## src/rtl/p23_bus_access_unit.sv

```systemverilog
// p23_bus_access_unit: single-outstanding valid/ready bus sequencer
// with a wait-cycle timeout that turns a hung slave into a bus fault.
module p23_bus_access_unit #(
  parameter int unsigned TIMEOUT_CYCLES = 255
) (
  input  logic        clk,
  input  logic        resetn,
  input  logic        req_valid,
  input  logic        req_instr,
  input  logic [31:0] req_addr,
  input  logic [31:0] req_wdata,
  input  logic [3:0]  req_wstrb,
  output logic        req_ready,
  output logic [31:0] rsp_rdata,
  output logic        rsp_fault,
  output logic [31:0] fault_addr,
  output logic        fault_instr,
  output logic        busy,
  output logic        bus_valid,
  input  logic        bus_ready,
  output logic        bus_instr,
  output logic [31:0] bus_addr,
  output logic [31:0] bus_wdata,
  output logic [3:0]  bus_wstrb,
  input  logic [31:0] bus_rdata
);

  localparam logic [1:0] S_IDLE = 2'd0;
  localparam logic [1:0] S_ACT  = 2'd1;
  localparam logic [1:0] S_RESP = 2'd2;

  localparam bit TO_EN = (TIMEOUT_CYCLES != 0);
  localparam logic [15:0] TO_LAST =
    16'(TO_EN ? TIMEOUT_CYCLES - 1 : 0);

  logic [1:0]  state_q, state_d;
  logic [15:0] cnt_q, cnt_d;
  logic        instr_q, instr_d;
  logic [31:0] addr_q, addr_d;
  logic [31:0] wdata_q, wdata_d;
  logic [3:0]  wstrb_q, wstrb_d;
  logic [31:0] rdata_q, rdata_d;
  logic        fault_q, fault_d;
  logic [31:0] faddr_q, faddr_d;
  logic        finstr_q, finstr_d;

  logic st_idle, st_act, st_resp;

  assign st_idle = (state_q == S_IDLE);
  assign st_act  = (state_q == S_ACT);
  assign st_resp = (state_q == S_RESP);

  always_comb begin
    state_d  = state_q;
    cnt_d    = cnt_q;
    instr_d  = instr_q;
    addr_d   = addr_q;
    wdata_d  = wdata_q;
    wstrb_d  = wstrb_q;
    rdata_d  = rdata_q;
    fault_d  = fault_q;
    faddr_d  = faddr_q;
    finstr_d = finstr_q;
    unique case (1'b1)
      st_idle: begin
        if (req_valid) begin
          instr_d = req_instr;
          addr_d  = req_addr;
          wdata_d = req_wdata;
          wstrb_d = req_wstrb;
          cnt_d   = '0;
          state_d = S_ACT;
        end
      end
      st_act: begin
        // a completing slave beats a timeout firing in the same cycle
        if (bus_ready) begin
          if (wstrb_q == 4'b0000) rdata_d = bus_rdata;
          fault_d = 1'b0;
          state_d = S_RESP;
        end else if (TO_EN && cnt_q == TO_LAST) begin
          fault_d  = 1'b1;
          rdata_d  = '0;
          faddr_d  = addr_q;
          finstr_d = instr_q;
          state_d  = S_RESP;
        end else if (cnt_q != 16'hFFFF) begin
          cnt_d = cnt_q + 16'd1;
        end
      end
      st_resp: begin
        fault_d = 1'b0;
        state_d = S_IDLE;
      end
      default: state_d = S_IDLE;
    endcase
  end

  always_ff @(posedge clk or negedge resetn) begin
    if (!resetn) begin
      state_q  <= S_IDLE;
      cnt_q    <= '0;
      instr_q  <= 1'b0;
      addr_q   <= '0;
      wdata_q  <= '0;
      wstrb_q  <= '0;
      rdata_q  <= '0;
      fault_q  <= 1'b0;
      faddr_q  <= '0;
      finstr_q <= 1'b0;
    end else begin
      state_q  <= state_d;
      cnt_q    <= cnt_d;
      instr_q  <= instr_d;
      addr_q   <= addr_d;
      wdata_q  <= wdata_d;
      wstrb_q  <= wstrb_d;
      rdata_q  <= rdata_d;
      fault_q  <= fault_d;
      faddr_q  <= faddr_d;
      finstr_q <= finstr_d;
    end
  end

  assign req_ready   = st_resp;
  assign busy        = st_act | st_resp;
  assign bus_valid   = st_act;
  assign rsp_rdata   = rdata_q;
  assign rsp_fault   = fault_q;
  assign fault_addr  = faddr_q;
  assign fault_instr = finstr_q;
  assign bus_instr   = instr_q;
  assign bus_addr    = addr_q;
  assign bus_wdata   = wdata_q;
  assign bus_wstrb   = wstrb_q;

endmodule

```

## config.mk

```make
export PLATFORM = sky130hd
export DESIGN_NAME = p23_bus_access_unit
export DESIGN_NICKNAME = d
export VERILOG_FILES = /design/src/rtl/p23_bus_access_unit.sv
export SDC_FILE = /design/constraint.sdc
export NUM_CORES = 1
export LEC_CHECK = 0
export BUFFER_PORTS_ARGS = -buffer_cell sky130_fd_sc_hd__buf_2
export CORE_UTILIZATION = 35
export CTS_CLUSTER_DIAMETER = 120
export DETAILED_ROUTE_END_ITERATION = 12
export PLACE_DENSITY_LB_ADDON = 0.15
export SLEW_MARGIN = 20
export SYNTH_ARGS = -nofsm -noshare
export SYNTH_HDL_FRONTEND = slang
export SYNTH_SLANG_ARGS = --single-unit
export TNS_END_PERCENT = 5
```

## constraint.sdc

```tcl
create_clock -name clk -period 4.6 [get_ports clk]
set_input_delay 0.69 -clock clk [delete_from_list [all_inputs] [get_ports clk]]
set_output_delay 0.69 -clock clk [all_outputs]
set_load 0.005 [all_outputs]
```

# After elaboration in Yosys (flattened, before gate mapping)
# Index checks and enable logic that the tools add are counted.
# classes
addsub,1
n_eq_ne,10
n_mux,15
bitwise_logic,2
n_reduce_logical,11
# op_table
cell,n
two-way mux 32 bit,3
two-way mux 16 bit,4
one-hot mux 16 bit (2 select lines),1
adder 16 x 1 -> 16 bit (second input constant),1
equality test 16 x 8 -> 1 bit (second input constant),1
!= test 16 bit (second input constant),1
two-way mux 2 bit,3
!= test 2 bit (second input constant),3
AND reduction 2 bit,3
AND reduction 3 bit,2
nonzero test 2 bit,3
AND reduction 5 bit,1
zero test 4 bit,1
!= test 2 x 1 -> 1 bit (second input constant),2
one-hot mux 2 bit (2 select lines),1
!= test 3 x 2 -> 1 bit (second input constant),1
equality test 2 x 1 -> 1 bit (second input constant),1
equality test 2 bit (second input constant),1
zero test 2 bit,1
two-way mux 1 bit,2
one-hot mux 1 bit (2 select lines),1
inverter 1 bit,1
bitwise OR 1 bit,1
# word_totals
register_bits,153
input_bits,105
wordCells,49

# Depth between registers and ports, before layout
# Gate-level depths: netlist of the first run.
# depth
depth_word,5
mapped_depth,8
mapped_depth_nobuf,6

# Least setup slack after synthesis of the first run
# Ideal clock, no wire load.
# synth_path
kind,input-to-reg
start,input port bus_ready
end,"register faddr_q[21], in the netlist fault_addr[21]"
setup_time_ns,0.125
t_arrival_ns,2.226
required_ns,4.475
setup_slack_ns,2.249
stages,5
n_path_buf,2
cell_sequence,clkbuf_1 > nand2b_1 > nor4b_4 > buf_4 > mux2_2
# synth_via
elab_chain_cells,2
# synth_lines
item,line,rtl
"start, declared",20,"input logic bus_ready,"
inverter 1 bit (no source line),-,
AND reduction 3 bit (no source line),-,
"end signal, assigned",120,faddr_q <= faddr_d;
"end, declared",44,"logic [31:0] faddr_q, faddr_d;"
# Every way passes these cells.
# A chain may end at the register's enable or synchronous reset.

# Final worst setup path of the first run
# layout_path
start,register state_q[1]
end,register cnt_q[4]
# layout_via
elab_chain_cells,3
word_cells_on_any_way,9
# layout_lines
item,line,rtl
"start, declared",36,"logic [1:0] state_q, state_d;"
"start signal, assigned",112,state_q <= state_d;
equality test 2 x 1 -> 1 bit or zero test 2 bit (tied branches),"50, 49",
"!= test 2 x 1 -> 1 bit (no source line), or another cell as far along",-,
AND reduction 5 bit (no source line),-,
"end signal, assigned",113,cnt_q <= cnt_d;
"end, declared",37,"logic [15:0] cnt_q, cnt_d;"
# Several ways; a longest one is shown, not always the timed one.

==> results.sh, run 1 <==
export IMPL_outcome="finished clean"
export IMPL_synth_area_leaders="dfrtp_1 59%, mux2_2 18%, mux2i_1 5.0%, nand2_1 2.7%, inv_1 2.3%"
export IMPL_stdcell_area_um2=8460
export IMPL_fillCellCount=1704
export IMPL_critical_path_max_fanout=24
export IMPL_fp_dieH_um=138
export IMPL_rows=49
export IMPL_syn_num_nets=604
export IMPL_cts_made_buffers=17
export IMPL_cp_end_kind="register"
export IMPL_synth_edf_count=0
export IMPL_core_um2=18000
export IMPL_fin_cells=979
export IMPL_hold_buffers=0
export IMPL_dp_cells=946
export IMPL_setup_viol_count_final=0
export IMPL_synth_compound_area_share=0.0403
export IMPL_grt_max_degree=74
export IMPL_fin_crit_sh=0.731
export IMPL_p_int_mw=3.46
export IMPL_yosys_area_share_simple=0.0794
export IMPL_hold_violations=0
export IMPL_cp_slowest_cell="nor3_1"
export IMPL_syn_inst=493
export IMPL_final_cell_mix="241 x buf_2, 153 x dfrtp_1, 104 x mux2_2"
export IMPL_netSwitchingPower_mw=1.57
export IMPL_fin_worst_skew_ns=0.00826
export IMPL_first_pass_iters=4
export IMPL_p_comb_frac=0.303
export IMPL_drive_gt1_frac=0.525
export IMPL_path_buf_inv=2
export IMPL_start_kind="register"
export IMPL_synth_area_um2=6460
export IMPL_worst_pin_slew_ns=0.992
export IMPL_arrival_ns=3.66
export IMPL_placed_area_um2=7880
export IMPL_hold_ws_ns=0.265
export IMPL_cts_max_level=4
export IMPL_clock_sink_count=153
export IMPL_clk_pin_slew_ns=0.06
export IMPL_hold_class="input pin to asynchronous set/reset pin"
export IMPL_p_leak_nw=4.48
export IMPL_drc=0
export IMPL_drv_slew=0
export IMPL_p_per_area_nw_per_um2=595
export IMPL_grt_util_all_layers=0.163
export IMPL_avgSynthCellArea_um2=13.1
export IMPL_layout_min_cycle_time_ns=3.36
export IMPL_synth_top_family_by_area="multiplexers"
export IMPL_critPathMaxStageDelay_ns=0.85
export IMPL_synthAdderAreaFrac=0.0116
export IMPL_yosys_warnings=0
export IMPL_ys_seq_area_frac=0.592
export IMPL_ioPinCount=243
export IMPL_root_buffer="clkbuf_16"
export IMPL_fin_nets=847
export IMPL_dp_hpwl_um=10700
export IMPL_dieArea_um2=19000
export IMPL_initial_utilization=0.359
export IMPL_clk_path_buf_depth=2
export IMPL_cts_setup_buffers=0
export IMPL_ys_ff_latch=153
export IMPL_ir_drop_v=0.000291
export IMPL_via_count=4650
export IMPL_drtIter0Drc=128
export IMPL_p_sw_frac=0.312
export IMPL_cap_violations=0
export IMPL_cts_tree="yes"
export IMPL_final_core_util=0.469
export IMPL_synth_top_area_cell="dfrtp_1"
export IMPL_p_clk_frac=0.273
export IMPL_ys_types=41
export IMPL_path_class="register to register"
export IMPL_drt_total_wl_um=15300
export IMPL_power_share_sequential=0.425
export IMPL_async_flop_share=1.00
export IMPL_grt_ovfl_total=0
export IMPL_path_cells="inv_1, ha_1, nand2b_1, nor3_1, buf_4, nand2_1, a311o_1"
export IMPL_avgRoutedWirePerCell_um=15.6
export IMPL_fmax_ghz=0.297
export IMPL_yosys_area_share_xor_xnor=0
export IMPL_final_common_cell="buf_2"
export IMPL_detail_route_antenna_nets=0
export IMPL_area_growth_pct=30.8
export IMPL_muxShareOfSynthArea=0.231
export IMPL_port_buffers=242
export IMPL_synth_top_area_share=0.592
export IMPL_slew_headroom=0.339
export IMPL_fin_setup_tns_ns=0
export IMPL_critPathRequiredTime_ns=4.90
export IMPL_rsz0062_at_grt="false"
export IMPL_via_per_inst=4.75
export IMPL_first_global_vias=4724
export IMPL_grt_pass1_wl_um=23700
export IMPL_synth_flop_cell="dfrtp_1"
export IMPL_critPathTopFamily="simple AND/OR/NAND/NOR gates"
export IMPL_cts_repair_resized=0
export IMPL_antenna_found_initial=1
export IMPL_die_width_um=138
export IMPL_gp_congestion=0.806
export IMPL_clock_latency_ns=0.42
through the flow:
step | setup WS, ns | power, mW
after floorplan | 2.25 | 2.94
after global placement | 1.39 | 3.66
after detailed placement | 1.28 | 3.71
after CTS | 1.25 | 5.10
after global routing | 1.01 | 5.38
final | 1.24 | 5.03
Yosys cell counts, types with 2 or more instances:
library cell / instances
o31a_1: 2
nand2b_1: 3
nand2_1: 46
or4_1: 2
a31oi_1: 18
nand3b_1: 3
dfrtp_1: 153
o21ai_0: 7
nand4_1: 5
a311o_1: 2
inv_1: 40
buf_2: 4
nor2_1: 7
or3_1: 2
nor3_1: 6
clkbuf_1: 13
nand3_1: 9
mux2_2: 104
mux2i_1: 32
buf_6: 6
ha_1: 6
nor2b_1: 2
nor4_1: 3
worst register-to-register path, stage by stage, from the launching register on:
cell      delay [ns]
dfrtp_1         0.40
inv_1           0.11
ha_1            0.78
nand2b_1        0.34
nor3_1          0.85
buf_4           0.29
nand2_1         0.10
a311o_1         0.38
cell type report:
| cell class | instances | area (um2) | area share |
|---|---|---|---|
| timing repair buffer | 248 | 1260 | 0.149 |
| multi-input combinational | 276 | 2350 | 0.278 |
| antenna | 1 | 2.50 | 0.000296 |
| tap | 229 | 287 | 0.0339 |
| clock inverter | 14 | 149 | 0.0176 |
| clock buffer | 18 | 429 | 0.0508 |
| sequential | 153 | 3830 | 0.453 |
| inverter | 40 | 150 | 0.0178 |
registers in the layout, summed over array words and instances, names as in the netlist:
| register | count |
|---|---|
| bus_wstrb | 4 |
| rsp_rdata | 32 |
| cnt_q | 16 |
| rsp_fault | 1 |
| fault_instr | 1 |
| fault_addr | 32 |
| state_q | 2 |
| bus_wdata | 32 |
| bus_addr | 32 |
| bus_instr | 1 |
power groups by stage:
stage               Clock (mW)  Combinational [mW]  Sequential (mW)
floorplan                    0               0.772             2.17
global placement             0                1.52             2.14
detailed placement           0                1.55             2.16
CTS                       1.41                1.55             2.14
global route              1.48                1.69             2.21
finish                    1.37                1.52             2.14
kinds of logic after synthesis:
group           Yosys count
compound gates           37
flops                   153
fa+ha+maj                 6
mux                     136
buf+inv                  64
simple gates             97
worst paths after layout:
check / cells past startpoint / slack [ns] / end / startpoint
setup / recovery: 7 / 1.24 / cnt_q[4]$_DFFE_PN0P_ / state_q[1]$_DFFE_PN0P_
hold / removal: 1 / 0.27 / rsp_rdata[26]$_DFFE_PN0P_ / resetn
setup reg to reg: 7 / 1.24 / cnt_q[4]$_DFFE_PN0P_ / state_q[1]$_DFFE_PN0P_
hold reg to reg: 1 / 0.50 / bus_wdata[8]$_DFFE_PN0P_ / bus_wdata[8]$_DFFE_PN0P_
max in group asynchronous: 2 / 3.26 / cnt_q[9]$_DFFE_PN0P_ / resetn
min in group clk: 2 / 0.50 / bus_addr[27]$_DFFE_PN0P_ / req_addr[27]
layer usage:
metal | up-vias | GRT usage | share of wire
li1 | 2197 | - | -
met1 | 2264 | 0.211 | 0.44
met2 | 172 | 0.247 | 0.46
met3 | 17 | 0.0621 | 0.080
met4 | 0 | 0.0622 | 0.015
met5 | - | 0 | 0
No activity file was read; power rests on OpenSTA's default activity.
==> inputs of run 2 (changes only) <==
- clock period: 4.6 -> 3.26 ns (I/O delays scaled with it)
==> run 2 against run 1 <==
Sequential cell count is the same. Count of clock-buffer cells in the layout fell by 1. Cell area increased by 0.18%. Die area unchanged. Total power increased by 41%. Critical endpoint is now cnt_q[6]$_DFFE_PN0P_.
==> results.sh, run 2 (synthesis results as in run 1) <==
export IMPL_outcome="finished clean"
export IMPL_critPathTopFamily="simple AND/OR/NAND/NOR gates"
export IMPL_cts_tree="yes"
export IMPL_cp_end_kind="register"
export IMPL_dp_hpwl_um=10700
export IMPL_ioPinCount=243
export IMPL_gp_congestion=0.792
export IMPL_p_leak_nw=4.50
export IMPL_fin_crit_sh=0.744
export IMPL_drive_gt1_frac=0.527
export IMPL_slew_headroom=0.313
export IMPL_hold_buffers=0
export IMPL_path_class="register to register"
export IMPL_port_buffers=242
export IMPL_grt_ovfl_total=0
export IMPL_hold_ws_ns=0.131
export IMPL_pre_cts_ws_ns=0.748
export IMPL_fin_nets=849
export IMPL_cts_made_buffers=17
export IMPL_fin_worst_skew_ns=0.0104
export IMPL_critical_path_max_fanout=13
export IMPL_area_growth_pct=31.1
export IMPL_via_count=4676
export IMPL_grt_pass1_wl_um=23900
export IMPL_avgRoutedWirePerCell_um=15.6
export IMPL_start_kind="register"
export IMPL_worst_pin_slew_ns=1.03
export IMPL_hold_class="input pin to asynchronous set/reset pin"
export IMPL_critPathRequiredTime_ns=3.59
export IMPL_rows=49
export IMPL_drc=0
export IMPL_busiest_layer="met2"
export IMPL_critPathMaxStageDelay_ns=0.52
export IMPL_path_cells="ha_1, nand4_1, nor4_1, or3_1, o21ai_1, buf_4, a31oi_1"
export IMPL_core_um2=18000
export IMPL_antenna_found_initial=0
export IMPL_clk_path_buf_depth=2
export IMPL_hold_violations=0
export IMPL_grt_met2_usage=0.260
export IMPL_grt_util_all_layers=0.163
export IMPL_final_cell_mix="241 x buf_2, 153 x dfrtp_1, 104 x mux2_2"
export IMPL_root_buffer="clkbuf_16"
export IMPL_p_per_area_nw_per_um2=835
export IMPL_drt_total_wl_um=15300
export IMPL_cts_max_level=4
export IMPL_ir_drop_v=0.000394
export IMPL_drtIter0Drc=103
export IMPL_grt_use_met3=0.0607
export IMPL_dieArea_um2=19000
export IMPL_via_per_inst=4.77
export IMPL_rsz0062_at_grt="false"
export IMPL_clock_sink_count=153
export IMPL_cts_repair_resized=0
export IMPL_fp_dieH_um=138
export IMPL_first_global_vias=4769
export IMPL_timing_final_ws_setup_ns=0.833
export IMPL_arrival_ns=2.76
export IMPL_detail_route_antenna_nets=0
export IMPL_layout_min_cycle_time_ns=2.43
export IMPL_first_pass_iters=6
export IMPL_final_common_cell="buf_2"
export IMPL_initial_utilization=0.359
export IMPL_setup_viol_count_final=0
export IMPL_fillCellCount=1704
export IMPL_clk_pin_slew_ns=0.06
export IMPL_grt_max_degree=82
export IMPL_cts_setup_buffers=0
export IMPL_cp_slowest_cell="nor4_1"
export IMPL_clock_latency_ns=0.42
export IMPL_die_width_um=138
export IMPL_grt_met1_usage=0.204
export IMPL_cap_violations=0
export IMPL_drv_slew=0
export IMPL_fin_setup_tns_ns=0
export IMPL_path_buf_inv=1
export IMPL_fmax_ghz=0.412
==> run 2: changes by cell type in the layout (fill, tap and decap cells not counted) <==
| cell | before | now |
|---|---|---|
| inv_6 | 3 | 6 |
| buf_12 | 0 | 1 |
| buf_4 | 6 | 7 |
| bufinv_16 | 2 | 1 |
| clkbuf_1 | 1 | 0 |
| clkinv_4 | 2 | 1 |
| clkinvlp_4 | 4 | 3 |
| inv_8 | 0 | 1 |
==> run 2: power by group <==
group          total (mW)  internal [mW]  switching [mW]
clock network        1.90           1.07           0.833
logic                2.16           1.17           0.985
registers            3.01           2.59           0.420
==> run 2: layer usage <==
| layer | share of wire | wire length, um |
|---|---|---|
| met3 | 0.091 | 1390 |
| met2 | 0.47 | 7150 |
| met5 | 0 | 0 |
| met1 | 0.43 | 6640 |
| met4 | 0.010 | 158 |
==> run 2: final timing paths <==
| path | from | end | slack [ns] | depth (start not counted) |
|---|---|---|---|---|
| setup reg to reg | cnt_q[1]$_DFFE_PN0P_ | cnt_q[6]$_DFFE_PN0P_ | 0.83 | 7 |
| min in group clk | req_wdata[4] | bus_wdata[4]$_DFFE_PN0P_ | 0.30 | 2 |
| hold / removal | resetn | rsp_rdata[29]$_DFFE_PN0P_ | 0.13 | 1 |
| setup / recovery | cnt_q[1]$_DFFE_PN0P_ | cnt_q[6]$_DFFE_PN0P_ | 0.83 | 7 |
| max in group asynchronous | resetn | bus_addr[15]$_DFFE_PN0P_ | 2.31 | 2 |
| hold reg to reg | bus_wdata[23]$_DFFE_PN0P_ | bus_wdata[23]$_DFFE_PN0P_ | 0.50 | 1 |
==> run 2: final cells by class <==
class	count	area (um2)	area share
Antenna cell	1	2.50	0.000295
Sequential cell	153	3830	0.452
Inverter	40	150	0.0177
Tap cell	229	287	0.0338
Timing Repair Buffer	250	1290	0.152
Multi-Input combinational cell	276	2350	0.277
Clock buffer	17	425	0.0502
Clock inverter	15	140	0.0165
==> run 2: through the flow <==
step | power (mW) | area (um2) | util | instances
2_1_floorplan | 4.14 | 6460 | - | 493
3_3_place_gp | 5.16 | 7900 | 0.438 | 948
3_5_place_dp | 5.24 | 7900 | 0.438 | 948
4_1_cts | 7.19 | 8470 | 0.470 | 980
5_1_grt | 7.55 | 8470 | 0.470 | 980
6_report | 7.07 | 8470 | 0.470 | 981
